## src/rtl/interval_averager.sv

```systemverilog
// Batch averager for a signed interval measurer: re-arms it, captures settled counts,
// averages 2^LOG2_N good samples. Optional AVG_ROUND_EN selects round-half-up mean.
module interval_averager #(
  parameter int WIDTH         = 26,
  parameter int LOG2_N        = 4,
  parameter int REARM_CYCLES  = 4,
  parameter int SETTLE_CYCLES = 3,
  parameter int OVF_LIMIT     = 8
) (
  input  logic                    clk,
  input  logic                    clr,
  input  logic                    start,
  input  logic signed [WIDTH-1:0] meas_result,
  input  logic                    meas_stop,
  input  logic                    meas_overflow,
  output logic                    meas_clr,
  output logic signed [WIDTH-1:0] avg,
  output logic                    avg_valid,
  input  logic                    avg_ready,
  output logic                    err,
  output logic [LOG2_N:0]         ovf_count,
  output logic                    busy
);

  localparam int ACC_W = WIDTH + LOG2_N;
  localparam int CW    = LOG2_N + 1;
  localparam int TMAX  = (REARM_CYCLES > SETTLE_CYCLES) ? REARM_CYCLES : SETTLE_CYCLES;
  localparam int TW    = $clog2(TMAX + 1);
  localparam logic [CW-1:0] N_SAMP  = CW'(1 << LOG2_N);
  localparam logic [CW-1:0] OVF_MAX = '1;
  localparam logic [CW-1:0] OVF_LIM = CW'(OVF_LIMIT);

  typedef enum logic [2:0] {
    S_IDLE, S_WAIT, S_SETTLE, S_CAPTURE, S_REARM, S_DIVIDE, S_DONE
  } state_t;

  state_t                   state, state_n;
  logic signed [ACC_W-1:0]  acc, acc_n;
  logic        [CW-1:0]     smp_cnt, cnt_n;
  logic        [CW-1:0]     ovf_n;
  logic                     err_n;
  logic signed [WIDTH-1:0]  avg_n, avg_div;
  logic                     is_ovf, is_ovf_n;
  logic        [TW-1:0]     timer, timer_n;

`ifdef AVG_ROUND_EN
  localparam int RND = (LOG2_N > 0) ? (1 << (LOG2_N - 1)) : 0;
  // One extra bit so the rounding bias can never wrap the accumulator.
  logic signed [ACC_W:0] acc_rnd;
  assign acc_rnd = {acc[ACC_W-1], acc} + (ACC_W+1)'(RND);
  assign avg_div = WIDTH'(acc_rnd >>> LOG2_N);
`else
  assign avg_div = WIDTH'(acc >>> LOG2_N);
`endif

  always_comb begin
    state_n  = state;
    acc_n    = acc;
    cnt_n    = smp_cnt;
    ovf_n    = ovf_count;
    err_n    = err;
    avg_n    = avg;
    is_ovf_n = is_ovf;
    timer_n  = timer;
    case (state)
      S_IDLE: if (start) begin
        acc_n   = '0;
        cnt_n   = '0;
        ovf_n   = '0;
        err_n   = 1'b0;
        state_n = S_WAIT;
      end
      S_WAIT: if (meas_overflow || meas_stop) begin
        // Simultaneous stop and overflow counts as overflow.
        is_ovf_n = meas_overflow;
        timer_n  = TW'(SETTLE_CYCLES - 1);
        state_n  = S_SETTLE;
      end
      S_SETTLE: begin
        if (timer == '0) state_n = S_CAPTURE;
        else             timer_n = timer - 1'b1;
      end
      S_CAPTURE: begin
        if (is_ovf) begin
          if (ovf_count != OVF_MAX) ovf_n = ovf_count + 1'b1;
        end else begin
          acc_n = acc + ACC_W'(meas_result);
          cnt_n = smp_cnt + 1'b1;
        end
        if (cnt_n == N_SAMP) begin
          state_n = S_DIVIDE;
        end else if (ovf_n == OVF_LIM) begin
          state_n = S_DONE;
          err_n   = 1'b1;
          avg_n   = '0;
        end else begin
          timer_n = TW'(REARM_CYCLES - 1);
          state_n = S_REARM;
        end
      end
      S_REARM: begin
        if (timer == '0) state_n = S_WAIT;
        else             timer_n = timer - 1'b1;
      end
      S_DIVIDE: begin
        avg_n   = avg_div;
        state_n = S_DONE;
      end
      S_DONE: if (avg_ready) state_n = S_IDLE;
      default: state_n = S_IDLE;
    endcase
  end

  always_ff @(posedge clk or posedge clr) begin
    if (clr) begin
      state     <= S_IDLE;
      acc       <= '0;
      smp_cnt   <= '0;
      ovf_count <= '0;
      err       <= 1'b0;
      avg       <= '0;
      is_ovf    <= 1'b0;
      timer     <= '0;
    end else begin
      state     <= state_n;
      acc       <= acc_n;
      smp_cnt   <= cnt_n;
      ovf_count <= ovf_n;
      err       <= err_n;
      avg       <= avg_n;
      is_ovf    <= is_ovf_n;
      timer     <= timer_n;
    end
  end

  // Measurer is held cleared whenever no measurement is in flight.
  assign meas_clr  = (state == S_IDLE) || (state == S_REARM) ||
                     (state == S_DIVIDE) || (state == S_DONE);
  assign avg_valid = (state == S_DONE);
  assign busy      = (state != S_IDLE);

endmodule

```

## config.mk

```make
export PLATFORM = sky130hd
export DESIGN_NAME = interval_averager
export DESIGN_NICKNAME = d
export VERILOG_FILES = /design/src/rtl/interval_averager.sv
export SDC_FILE = /design/constraint.sdc
export NUM_CORES = 1
export LEC_CHECK = 0
export BUFFER_PORTS_ARGS = -buffer_cell sky130_fd_sc_hd__buf_2
export CELL_PAD_IN_SITES_DETAIL_PLACEMENT = 1
export CELL_PAD_IN_SITES_GLOBAL_PLACEMENT = 1
export CORE_ASPECT_RATIO = 1.25
export CORE_MARGIN = 4
export CORE_UTILIZATION = 47
export CTS_BUF_LIST = sky130_fd_sc_hd__clkbuf_8 sky130_fd_sc_hd__clkbuf_16
export DETAILED_ROUTE_END_ITERATION = 8
export MAX_ROUTING_LAYER = met4
export PLACE_DENSITY = 0.87
export SLEW_MARGIN = 20
export SYNTH_ARGS = -nofsm -noshare
export SYNTH_HDL_FRONTEND = slang
export SYNTH_SLANG_ARGS = --single-unit
```

## constraint.sdc

```tcl
create_clock -name clk -period 5 [get_ports clk]
set_input_delay 0.25 -clock clk [delete_from_list [all_inputs] [get_ports clk]]
set_output_delay 0.25 -clock clk [all_outputs]
set_load 0.01 [all_outputs]
```

==> impl_metrics.ini <==
[drt]
drc = 0
drt_wl_total_um = 13100
viasPerCell = 5.68
firstDrtPassIters = 4
ant_nets = 0
drt-wirelength-per-cell_um = 18.0
vias = 4146
drt_iter0_drc = 137

[setup_path]
critPathBufInv = 1
path_class = reg -> reg
end_kind = flip-flop
r2r_start = ovf_count[0]
r2r_setup_slack_ps = 1970
crit_family = simple AND/OR/NAND/NOR gates
slowest_delay_ps = 730
startpoint_type = flip-flop
cp.required_ps = 5210
path_max_fanout = 18
cp.arrival_ps = 3240
cpMaxStageDelayCell = nor2b_1
path_cells = ha_1, nand3_1, o21ai_0, a22oi_1, nor4_1, nor2b_1, buf_4, o21ai_0
worstSetupStartpoint = ovf_count[0]
crit_top_cell = o21ai_0

[place]
place.gp.congestion = 0.840
io_buffers = 66
dpl_cell_area_um2 = 5020
dp.final_hpwl_um = 9440

[layout]
fin_nets = 665
area_delta_synth_final_pct = 15.8
final_common_cell = nand2_1
mostFrequentLayoutCells = 119 x nand2_1, 74 x dfrtp_1, 69 x o21ai_0
fin_util_pct = 55.6
design_area_um2 = 5340
antennaDiodeCount = 0
drive_gt1_share_pct = 16.9
seq_area_um2 = 1850
nFillCells = 1199
multi_input_area_um2 = 2580

[pwr]
p_per_area_nw_per_um2 = 559
p_leak_nw = 2.63
peakVddDrop_mv = 0.208
total_power_mw = 2.99

[timing]
drv_slew = 0
finalHoldViolCount = 0
finalSetupViolCount = 0
max_slew_margin_pct = 36.1
fmax_ghz = 0.330
worstMarginPinSlew_ps = 958
hold_ws_ps = 188
min_period_over_period_pct = 60.6
rsz0062_at_grt = false
tns_ps = 0
min_period_ps = 3030
fin_skew_ps = 7.04

[global_routing]
met2_usage_pct = 42.4
first_global_vias = 4484
met1_usage_pct = 30.3
grt_use_total_pct = 25.1
grt_max_degree = 75
grt-ovfl-total = 0
busiest_layer = met2
antenna_found_initial = 0
grt_pass1_wl_um = 22000
met3_usage_pct = 3.56

[hold_path]
hold_path_class = in -> async

[clock_tree]
root_buffer = clkbuf_16
cts_buffers = 9
cts_tree = built
holdBufCountCts = 0
clk_pin_slew_ps = 60
ctsHtreeMaxLevel = 3
cts_resized = 0
clock_sinks = 74
postCtsSetupBuffers = 0
clk_path_buf_depth = 2
clock_latency_ps = 340

[die]
die_w_um = 96.6
boundaryPins = 67
design.die.area_um2 = 11500
start_util_pct = 48.0
rows = 40
die_h_um = 119
coreArea_um2 = 9610

[synthesis]
synth_fp_nets = 605
ys.flop_type = dfrtp_1
yosys_warnings = 0
synth_cells = 539
synth_area_per_cell_um2 = 8.55
yosysUniqueCellTypes = 56
synth_area_um2 = 4610
async_reset_ff_share_pct = 100
synth-seq-cells = 74
synth_edf_count = 0
ys_seq_area_share_pct = 40.2

[flow_run]
cap_violations = 0

[outcome]
outcome = finished, final reports clean
==> cell usage after synthesis (all sizes together), types with 2 or more instances <==
| master | n | share of area [%] |
|---|---|---|
| mux2i | 3 | 0.65 |
| nand4 | 3 | 0.41 |
| a22oi | 2 | 0.33 |
| o22ai | 2 | 0.27 |
| nor3 | 10 | 1.1 |
| o21bai | 2 | 0.57 |
| clkbuf | 18 | 1.5 |
| o31ai | 7 | 1.2 |
| inv | 20 | 1.6 |
| buf | 2 | 0.22 |
| or2 | 3 | 0.41 |
| a31o | 2 | 0.38 |
| o211ai | 5 | 0.92 |
| a32o | 2 | 0.43 |
| nand2b | 2 | 0.27 |
| a21o | 11 | 1.8 |
| nand3 | 14 | 1.5 |
| and3 | 3 | 0.43 |
| o21a | 3 | 0.49 |
| nor4 | 3 | 0.41 |
| xnor2 | 13 | 2.5 |
| a31oi | 6 | 0.81 |
| xor2 | 15 | 2.8 |
| nor2 | 28 | 2.3 |
| o211a | 2 | 0.43 |
| nand2 | 120 | 9.8 |
| ha | 33 | 9.0 |
| a211o | 2 | 0.38 |
| dfrtp | 74 | 40 |
| a21oi | 33 | 3.7 |
| nand3b | 2 | 0.33 |
| nor2b | 7 | 0.95 |
| o21ai | 72 | 7.9 |
| a22o | 3 | 0.57 |
==> worst reg2reg max path, delay by kind of cell, from the launching register on <==
family	cells	cell delay [ps]
flip-flops	1	460
AO/OA/AOI/OAI	3	680
adder cells (fa/ha/maj)	1	220
AND/OR/NAND/NOR	3	1180
buffers and inverters	1	350
==> per-layer routing <==
metal	up-vias	routed length (µm)
met1	2024	5530
met3	27	495
met4	0	320
met5	-	0
li1	2006	-
met2	89	6780
==> flip-flops by register name, indices dropped and copies added, names as in the netlist <==
name	flops
avg	26
timer	3
acc	30
state	3
ovf_count	5
smp_cnt	5
err	1
is_ovf	1
==> kinds of logic (layout without fill, tap and decap cells) <==
kind of cell	Yosys count	in the layout	synth area share [%]
buf+inv	41	106	4.02
compound gates	162	162	22.3
xor+xnor	28	28	5.32
mux	3	3	0.651
flops	74	74	40.2
fa+ha+maj	34	34	9.39
simple gates	197	197	18.2
==> worst paths after layout <==
check                                to  depth (start not counted)
max                             avg[21]                          8
min                        ovf_count[3]                          3
max reg2reg                     avg[21]                          8
min reg2reg                    timer[0]                          1
max in group asynchronous        acc[5]                          3
min in group clk                 is_ovf                          2
==> through the flow <==
step                      cells  setup slack [ps]
final                       730              1970
after detailed placement    714              1990
after floorplan             539              2620
after CTS                   730              1940
after global routing        730              1760
after global placement      714              2240
==> report_power, final <==
part	switching (mW)	total (mW)	internal [mW]
clock network	0.247	0.684	0.437
logic	0.804	1.32	0.512
registers	0.188	0.987	0.799
total	1.24	2.99	1.75
==> area by class of cell <==
type | instances | area share, %
Clock buffer | 13 | 5.25
Timing Repair Buffer | 70 | 6.75
Tap cell | 126 | 2.95
Clock inverter | 3 | 0.703
Sequential cell | 74 | 34.7
Multi-Input combinational cell | 424 | 48.3
Inverter | 20 | 1.41
(Power assumes the default switching activity.)
